<file path="src/rtl/pdp8i_timing_pkg.sv">
// Shared definitions for the PDP-8/I major-cycle timing sequencer:
// state encoding, time-state/time-pulse bit indices and the default
// number of clocks per time state.
package pdp8i_timing_pkg;

  // 8 clocks per time state gives 375 ns at a 21.33 MHz clock.
  localparam int TS_CLKS_DEFAULT = 8;

  // Bit positions of TS1..TS4 in ts and TP1..TP4 in tp.
  localparam int TS1_IDX = 0;
  localparam int TS2_IDX = 1;
  localparam int TS3_IDX = 2;
  localparam int TS4_IDX = 3;

  // One-hot encoding lines up bit-for-bit with the ts output, so the
  // state register drives ts directly with no decode.
  typedef enum logic [3:0] {
    IDLE = 4'b0000,
    TS1  = 4'b0001,
    TS2  = 4'b0010,
    TS3  = 4'b0100,
    TS4  = 4'b1000
  } ts_state_e;

endpackage

</file>
<file path="src/rtl/ts_slot_counter.sv">
// Intra-time-state clock counter. Counts 0..TS_CLKS-1 and never wraps:
// it sits at the terminal count until cleared. hold_i freezes it for
// IOT pause and memory handshake waits.
module ts_slot_counter #(
  parameter int TS_CLKS = 8,
  parameter int CNT_W   = $clog2(TS_CLKS)
) (
  input  logic clk,
  input  logic rst_n,
  input  logic clr_i,
  input  logic hold_i,
  output logic tc_o,
  output logic pre_tc_o
);

  localparam logic [CNT_W-1:0] LAST = CNT_W'(TS_CLKS - 1);
  localparam logic [CNT_W-1:0] PRE  = CNT_W'(TS_CLKS - 2);

  logic [CNT_W-1:0] cnt_q;
  logic [CNT_W-1:0] cnt_d;

  // Next count: clear wins, otherwise step unless holding or already at the end.
  always_comb begin
    cnt_d = cnt_q;
    if (clr_i) begin
      cnt_d = '0;
    end else if (!hold_i && (cnt_q != LAST)) begin
      cnt_d = cnt_q + 1'b1;
    end
  end

  // Counter register.
  always_ff @(posedge clk or negedge rst_n) begin
    if (!rst_n) begin
      cnt_q <= '0;
    end else begin
      cnt_q <= cnt_d;
    end
  end

  assign tc_o     = (cnt_q == LAST);
  assign pre_tc_o = (cnt_q == PRE);

endmodule

</file>
<file path="src/rtl/timing_state_gen.sv">
// Major-cycle timing sequencer for the PDP-8/I. Splits each memory cycle
// into TS1..TS4 of TS_CLKS clocks each and emits one-clock TP1..TP4 on the
// last clock of each time state. Handles start / run / stop / single-cycle
// sequencing and the IOT pause stretch of TS3.
//
// Build option: define MEM_HANDSHAKE_EN to make TS2 wait for mem_done
// instead of using a fixed count.
//
// Handshake semantics (mem_done, iot_pause): a level sampled on a rising
// edge. The edge that would raise TP2/TP3 raises it only if the wait
// condition is clear at that edge; otherwise the counter sits at its
// terminal value and each following edge re-tests, and the pulse appears
// after the first edge that sees the condition clear. The state advances
// on the edge after the pulse.
module timing_state_gen
  import pdp8i_timing_pkg::*;
#(
  parameter int TS_CLKS = TS_CLKS_DEFAULT,
  parameter int CNT_W   = $clog2(TS_CLKS)
) (
  input  logic       clk,
  input  logic       rst_n,
  input  logic       run,
  input  logic       start,
  input  logic       stop_req,
  input  logic       single_cycle,
  input  logic       iot_pause,
  input  logic       mem_done,
  output logic [3:0] ts,
  output logic [3:0] tp,
  output logic       mem_start,
  output logic       cycle_end,
  output logic       running
);

  ts_state_e  state_q;
  logic [3:0] tp_q;
  logic       mem_start_q;

  logic       tc;
  logic       pre_tc;
  logic       pulse_done;
  logic       tp_block;
  logic       fire;
  logic       mem_wait;
  logic       cnt_clr;
  logic       cnt_hold;

`ifdef MEM_HANDSHAKE_EN
  assign mem_wait = !mem_done;
`else
  // Core timing is emulated by count; mem_done is not used.
  logic unused_mem_done;
  assign unused_mem_done = mem_done;
  assign mem_wait        = 1'b0;
`endif

  // The pulse of the current time state has already been issued: state and
  // tp share one-hot bit positions.
  assign pulse_done = |(tp_q & state_q);

  // Conditions that suppress the time pulse of the current state.
  always_comb begin
    tp_block = 1'b0;
    case (state_q)
      TS2:     tp_block = mem_wait;
      TS3:     tp_block = iot_pause;
      default: tp_block = 1'b0;
    endcase
  end

  // Raise the pulse on the step into the last count, or later while waiting.
  assign fire = (state_q != IDLE) && !tp_block && (pre_tc || (tc && !pulse_done));

  // Clear between states and while idle; freeze at terminal count while waiting.
  assign cnt_clr  = (state_q == IDLE) || (tc && pulse_done);
  assign cnt_hold = tc && !pulse_done;

  ts_slot_counter #(
    .TS_CLKS (TS_CLKS),
    .CNT_W   (CNT_W)
  ) u_slot_cnt (
    .clk      (clk),
    .rst_n    (rst_n),
    .clr_i    (cnt_clr),
    .hold_i   (cnt_hold),
    .tc_o     (tc),
    .pre_tc_o (pre_tc)
  );

  // Time-state FSM with registered pulse outputs.
  always_ff @(posedge clk or negedge rst_n) begin
    if (!rst_n) begin
      state_q     <= IDLE;
      tp_q        <= '0;
      mem_start_q <= 1'b0;
    end else begin
      tp_q        <= '0;
      mem_start_q <= 1'b0;
      case (state_q)
        IDLE: begin
          if (start) begin
            state_q     <= TS1;
            mem_start_q <= 1'b1;
          end
        end
        TS1: begin
          if (tc && pulse_done)  state_q          <= TS2;
          else if (fire)         tp_q[TS1_IDX]    <= 1'b1;
        end
        TS2: begin
          if (tc && pulse_done)  state_q          <= TS3;
          else if (fire)         tp_q[TS2_IDX]    <= 1'b1;
        end
        TS3: begin
          if (tc && pulse_done)  state_q          <= TS4;
          else if (fire)         tp_q[TS3_IDX]    <= 1'b1;
        end
        TS4: begin
          if (tc && pulse_done) begin
            // Run controls matter only here, on the edge closing the TP4 clock.
            if (run && !stop_req && !single_cycle) begin
              state_q     <= TS1;
              mem_start_q <= 1'b1;
            end else begin
              state_q     <= IDLE;
            end
          end else if (fire) begin
            tp_q[TS4_IDX] <= 1'b1;
          end
        end
        default: state_q <= IDLE;
      endcase
    end
  end

  assign ts        = state_q;
  assign tp        = tp_q;
  assign mem_start = mem_start_q;
  assign cycle_end = tp_q[TS4_IDX];
  assign running   = (state_q != IDLE);

endmodule

</file>
<file path="config.mk">
export PLATFORM = sky130hd
export DESIGN_NAME = timing_state_gen
export DESIGN_NICKNAME = d
export VERILOG_FILES = /design/src/rtl/pdp8i_timing_pkg.sv /design/src/rtl/ts_slot_counter.sv /design/src/rtl/timing_state_gen.sv
export SDC_FILE = /design/constraint.sdc
export NUM_CORES = 1
export LEC_CHECK = 0
export CORE_MARGIN = 3
export CORE_UTILIZATION = 44
export DETAILED_ROUTE_END_ITERATION = 8
export HOLD_SLACK_MARGIN = 0.02
export PLACE_DENSITY = 0.85
export SKIP_CTS_REPAIR_TIMING = 1
export SKIP_LAST_GASP = 1
export SLEW_MARGIN = 20
export SYNTH_ARGS = -nofsm -noshare
export SYNTH_HDL_FRONTEND = slang
export SYNTH_SLANG_ARGS = --single-unit
</file>
<file path="constraint.sdc">
create_clock -name clk -period 1.8 [get_ports clk]
set_input_delay 0.18 -clock clk [delete_from_list [all_inputs] [get_ports clk]]
set_output_delay 0.18 -clock clk [all_outputs]
set_load 0.02 [all_outputs]
</file>
# [Yosys cells after proc, flatten, opt, wreduce, memory -nomap -nowiden]
# Index checks and enable logic that the tools add are counted.
[word_totals] reg_bits=12 inputBits=8 word_cells=57
[op_classes] reduce_logical=19 mux=20 eq_ne=12 bitwise=1 n_addsub=1
[op_table] cell="2-to-1 mux 4 bit" n=5
[op_table] cell="case mux 4 bit (5 select lines)" n=1
[op_table] cell="2-to-1 mux 1 bit" n=11
[op_table] cell="inequality test 2 bit (second input constant)" n=5
[op_table] cell="logical AND 1 bit" n=7
[op_table] cell="equality test 3 bit (second input constant)" n=2
[op_table] cell="2-to-1 mux 3 bit" n=2
[op_table] cell="zero test 1 bit" n=5
[op_table] cell="AND reduction 5 bit" n=1
[op_table] cell="AND 4 bit" n=1
[op_table] cell="equality test 4 x 1 -> 1 bit (second input constant)" n=1
[op_table] cell="equality test 4 x 2 -> 1 bit (second input constant)" n=1
[op_table] cell="equality test 4 x 3 -> 1 bit (second input constant)" n=1
[op_table] cell="equality test 4 bit (second input constant)" n=1
[op_table] cell="zero test 4 bit" n=1
[op_table] cell="nonzero test 4 bit" n=1
[op_table] cell="OR reduction 4 bit" n=1
[op_table] cell="adder 3 x 1 -> 3 bit (second input constant)" n=1
[op_table] cell="inequality test 3 bit (second input constant)" n=1
[op_table] cell="logical OR 1 bit" n=2
[op_table] cell="case mux 1 bit (2 select lines)" n=1
[op_table] cell="nonzero test 2 bit" n=1

# [Logic depth before layout (Yosys ltp)]
[depth] word_depth=9 ltp_mapped=5 ltp_nobuf=5

# [Cells and area by module]
# Synthesis repeated with hierarchy kept, for this count alone.
[hier_totals] cells_unflattened=70 area_unflattened_um2=714.4
[by_module_without_submodules] mod="timing_state_gen" cells_per_inst=53 area_per_inst_um2=540.5 n_inst=1
[by_module_without_submodules] mod="ts_slot_counter" cells_per_inst=17 area_per_inst_um2=173.9 n_inst=1

# [Worst setup path before layout]
# OpenSTA, ideal clock, no wires.
[synth_timing] path_type="reg2out" from="register state_q[0], in the netlist ts[0]" to="output port running" arrival_ps=1218 stages_incl_launch_ff=3 setup_slack_ps=402 cell_sequence="dfrtp_1 -> nor4_1 -> inv_1"
[synth_via] elab_chain_cells=1
[synth_lines] item="start, declared" line_no="timing_state_gen.sv:36" source="ts_state_e state_q;"
[synth_lines] item="start signal, assigned" line_no="timing_state_gen.sv:94" source="state_q <= IDLE;"
[synth_lines] item="start signal, assigned" line_no="timing_state_gen.sv:103" source="state_q <= TS1;"
[synth_lines] item="start signal, assigned" line_no="timing_state_gen.sv:108" source="if (tc && pulse_done) state_q <= TS2;"
[synth_lines] item="nonzero test 4 bit" line_no="timing_state_gen.sv:141" source="assign running = (state_q != IDLE);"
[synth_lines] item="end, declared" line_no="timing_state_gen.sv:33" source="output logic running"
# No other way between the ends.

# [Worst setup path after layout]
[layout_timing] from="register state_q[3], in the netlist ts[3]" to="output port ts[3]"
[layout_lines] item="end, declared" line_no="timing_state_gen.sv:29" source="output logic [3:0] ts,"
# No word-level cell between the ends.

==> impl.org <==
** Yosys
- Yosys printed 0 warnings.
- Post-synthesis cell count :: 54
- Average cell area after synthesis :: 11.8 um2
- Counting flops and latches in the post-synthesis netlist gives 12.
- Counting every net in the synthesized netlist gives 66.
- Post-synthesis cell type count :: 24
- Post-synthesis instance area :: 637 um2
- Register area share after synthesis :: 0.472

** Power
- The internal power of the cells totals roughly 660 uW.
- Summed over all nets, the switching power comes to 388 uW.
- Post-route total power :: 1050 uW
- Clock power frac :: 0.212
- VDD sags by at most 845 uV.
- Switching fraction of total power :: 0.370
- Sequential share of power :: 0.358
- In this run the power density over the cells is 1160 nW/um2.
- In this run the static leakage power is 0.000382 uW.
- Relative contribution of combinational cells to total power :: 0.429

** Global routing
- Number of global-route vias before repair :: approximately 550
- Entering global routing, the biggest net connects 13 pins.
- GRT Resource Usage Total :: 0.180
- Leftover overflow at the end of global routing :: 0
- Number of antenna violations at the first check in global routing :: 0
- The first global-routing pass estimated about 2.5 mm of wire.

** Finish
- The repair_antennas step left the layout with diodes totalling 0.
- Share of final-layout standard cells stronger than drive strength 1 :: 0.215
- The net count of the finished layout is between 90 and 100.
- Final core utilization :: 0.675
- Sequential cell area :: 300 um2
- Synthesis-to-layout area growth :: 41.5%
- Most common cell after layout, fill and taps aside :: sky130_fd_sc_hd__clkdlybuf4s50_1
- Filler instances :: approximately 90
- In the layout the commonest cells are sky130_fd_sc_hd__clkdlybuf4s50_1 (16), sky130_fd_sc_hd__dfrtp_1 (12), sky130_fd_sc_hd__nor3_1 (5), sky130_fd_sc_hd__buf_4 (5).
- Multi-input logic area :: 328 um2

** Clock tree
- Counting along the longest clock path gives a buffer depth of 2.
- CTS tree :: done
- After clock tree synthesis, the clock-pin slew on the worst setup and hold paths is 0.08 ns.
- H-tree depth :: 1
- CTS sink count :: 12
- For the worst-skew pair, the clock arrives at the later sink with an insertion delay of 0.28 ns.
- Buffers inserted during clock tree synthesis total 3.
- Buffer cell driving the clock tree root :: sky130_fd_sc_hd__clkbuf_4

** Detailed routing
- The first detailed-routing pass took 6 iterations.
- Post-detailed-route count of antenna-violating nets :: 0
- Summed over all layers, the routed wires come to 1.51 mm.
- The routed layout has approximately 550 vias.
- Count of routing violations after the opening detailed-route iteration :: 11
- Using the TritonRoute via totals, the vias-per-cell ratio works out to 5.87.
- Detailed-route DRC error count :: 0
- Routed WL per cell :: 16.1 um

** Floorplanning
- Die area :: 1940 um2
- For this configuration, the core starts out at a cell density of 0.477.
- IO Pins :: 19
- Placeable core region :: 1330 um2
- Width of the die :: about 44 um
- After floorplanning, the core was divided into 13 placement rows.
- Vertical die dimension :: 44.0 um

** Setup path
- The worst setup path is launched from a flip-flop.
- Data on the critical path is required at its endpoint by between 1.5 and 2 ns.
- The worst setup path is of the flip-flop to output port kind.
- Counting cells, the worst reg-to-reg path comes to 5.
- Register-to-register setup slack :: roughly 0.3 ns
- In this run the worst path has a maximum fanout of 8.
- Data arrival time of the critical path :: 1.43 ns
- The most critical setup path has its startpoint at ts[3].
- The startpoint identified for the worst register-to-register timing path is u_slot_cnt.cnt_q[0].
- STA classifies the critical path endpoint as an output port.

** Placement
- Post-detailed-placement half-perimeter wirelength :: 1.13 mm
- Routability-driven placement congestion ratio :: 0.748
- Number of I/O port buffers :: 17

** Flow run
- Max-cap violations in this run came to 0.

** Timing
- Final critical path time including I/O delays and setup :: 1.61 ns
- In this run the tightest slew margin relative to its limit is 0.630.
- Final Hold Fails :: 0
- Setup repair after global routing missed its margin :: false
- The count of pins over their slew limit was 0.
- Final hold analysis gives a worst-case slack of between 0.2 and 0.25 ns.
- Of the available clock period, the critical path in the final layout requires 0.896.
- Setup Viol. Count Final :: 0
- Worst Max-Slew Pin Slew :: 0.553 ns
- Maximum operating frequency :: 0.620 GHz
- Between clock sinks in the finished design, the worst skew comes to 0.00600 ns.

** Run status
- The flow ran to the end, and the final reports show no timing, DRC or antenna violations.

** Min path
- The min-delay analysis places its worst path in the category input pin to asynchronous set/reset pin.
routing by layer:
metal | routed length [um] | share of wire | up-vias | track usage
met1 | 621 | 0.41 | 270 | 0.216
met4 | 57 | 0.038 | 0 | 0.0904
li1 | - | - | 250 | -
met5 | 0 | 0 | - | 0
met2 | 732 | 0.48 | 24 | 0.299
met3 | 103 | 0.068 | 8 | 0.0407
synthesized netlist by cell type:
| library cell | count | area, um2 |
|---|---|---|
| sky130_fd_sc_hd__dfrtp_1 | 12 | 300 |
| sky130_fd_sc_hd__nor3_1 | 5 | 25.0 |
| sky130_fd_sc_hd__ha_1 | 4 | 50.1 |
| sky130_fd_sc_hd__mux2i_1 | 4 | 40.0 |
| sky130_fd_sc_hd__nor2_1 | 4 | 15.0 |
| sky130_fd_sc_hd__nand2_1 | 3 | 11.3 |
| sky130_fd_sc_hd__a21oi_1 | 2 | 10.0 |
| sky130_fd_sc_hd__a22oi_2 | 2 | 25.0 |
| sky130_fd_sc_hd__inv_1 | 2 | 7.51 |
| sky130_fd_sc_hd__or4b_4 | 2 | 27.5 |
| sky130_fd_sc_hd__a21boi_4 | 1 | 18.8 |
| sky130_fd_sc_hd__a22o_1 | 1 | 8.76 |
| sky130_fd_sc_hd__a31oi_2 | 1 | 12.5 |
| sky130_fd_sc_hd__and2_1 | 1 | 6.26 |
| sky130_fd_sc_hd__and3b_1 | 1 | 8.76 |
| sky130_fd_sc_hd__buf_4 | 1 | 7.51 |
| sky130_fd_sc_hd__nor2b_1 | 1 | 6.26 |
| sky130_fd_sc_hd__nor3_2 | 1 | 10.0 |
| sky130_fd_sc_hd__nor4_1 | 1 | 6.26 |
| sky130_fd_sc_hd__nor4bb_1 | 1 | 10.0 |
| sky130_fd_sc_hd__o21a_1 | 1 | 7.51 |
| sky130_fd_sc_hd__o21ai_0 | 1 | 5.00 |
| sky130_fd_sc_hd__o2bb2ai_1 | 1 | 8.76 |
| sky130_fd_sc_hd__xor2_1 | 1 | 8.76 |
through the flow:
stage               setup WS, ns  cells  TNS, ns  area (um2)
floorplan                  0.402     54        0         637
global placement           0.248     90        0         856
detailed placement         0.249     90        0         856
CTS                      -0.0628     94  -0.0628         892
global route               0.127     94        0         901
finish                     0.187     94        0         901
logic make-up (layout without fill, tap and decap cells):
kind of cell,count (synthesis),in the layout,share of synthesized area
flip-flops,12,12,0.472
multiplexers,4,4,0.0629
adder cells (fa/ha/maj),4,4,0.0786
AO/OA/AOI/OAI,10,10,0.151
buffers and inverters,3,28,0.0236
XOR/XNOR,1,1,0.0138
AND/OR/NAND/NOR,20,20,0.198
area by class of cell:
cell class              count  share of cell area
inverters                   2             0.00833
flip-flops and latches     12               0.333
multi-input cells          39               0.364
well taps                  15              0.0208
repair buffers             22               0.233
clock buffers               4              0.0403
worst max-delay path, stage by stage, from the launching register on:
cell	delay, ns
sky130_fd_sc_hd__dfrtp_1	0.38
sky130_fd_sc_hd__buf_4	0.17
sky130_fd_sc_hd__clkdlybuf4s50_1	0.61
flip-flops by register name, summed over array words and instances (netlist names):
signal,count
u_slot_cnt.cnt_q,3
mem_start,1
ts,4
tp,4
path summary, 6_finish.rpt:
kind	endpoint
hold reg to reg	u_slot_cnt.cnt_q[1]
min in group clk	tp[2]
setup / recovery	ts[3]
setup reg to reg	tp[1]
max in group asynchronous	u_slot_cnt.cnt_q[1]
hold / removal	tp[3]
power groups by stage:
stage                     clock (uW)  sequential [uW]  combinational, uW
after CTS                        226              371                447
after floorplan                    0              403                250
after detailed placement           0              377                444
final                            222              375                450
after global placement             0              370                414
after global routing             238              381                504
Note: power is estimated with default switching activity, not from simulation.
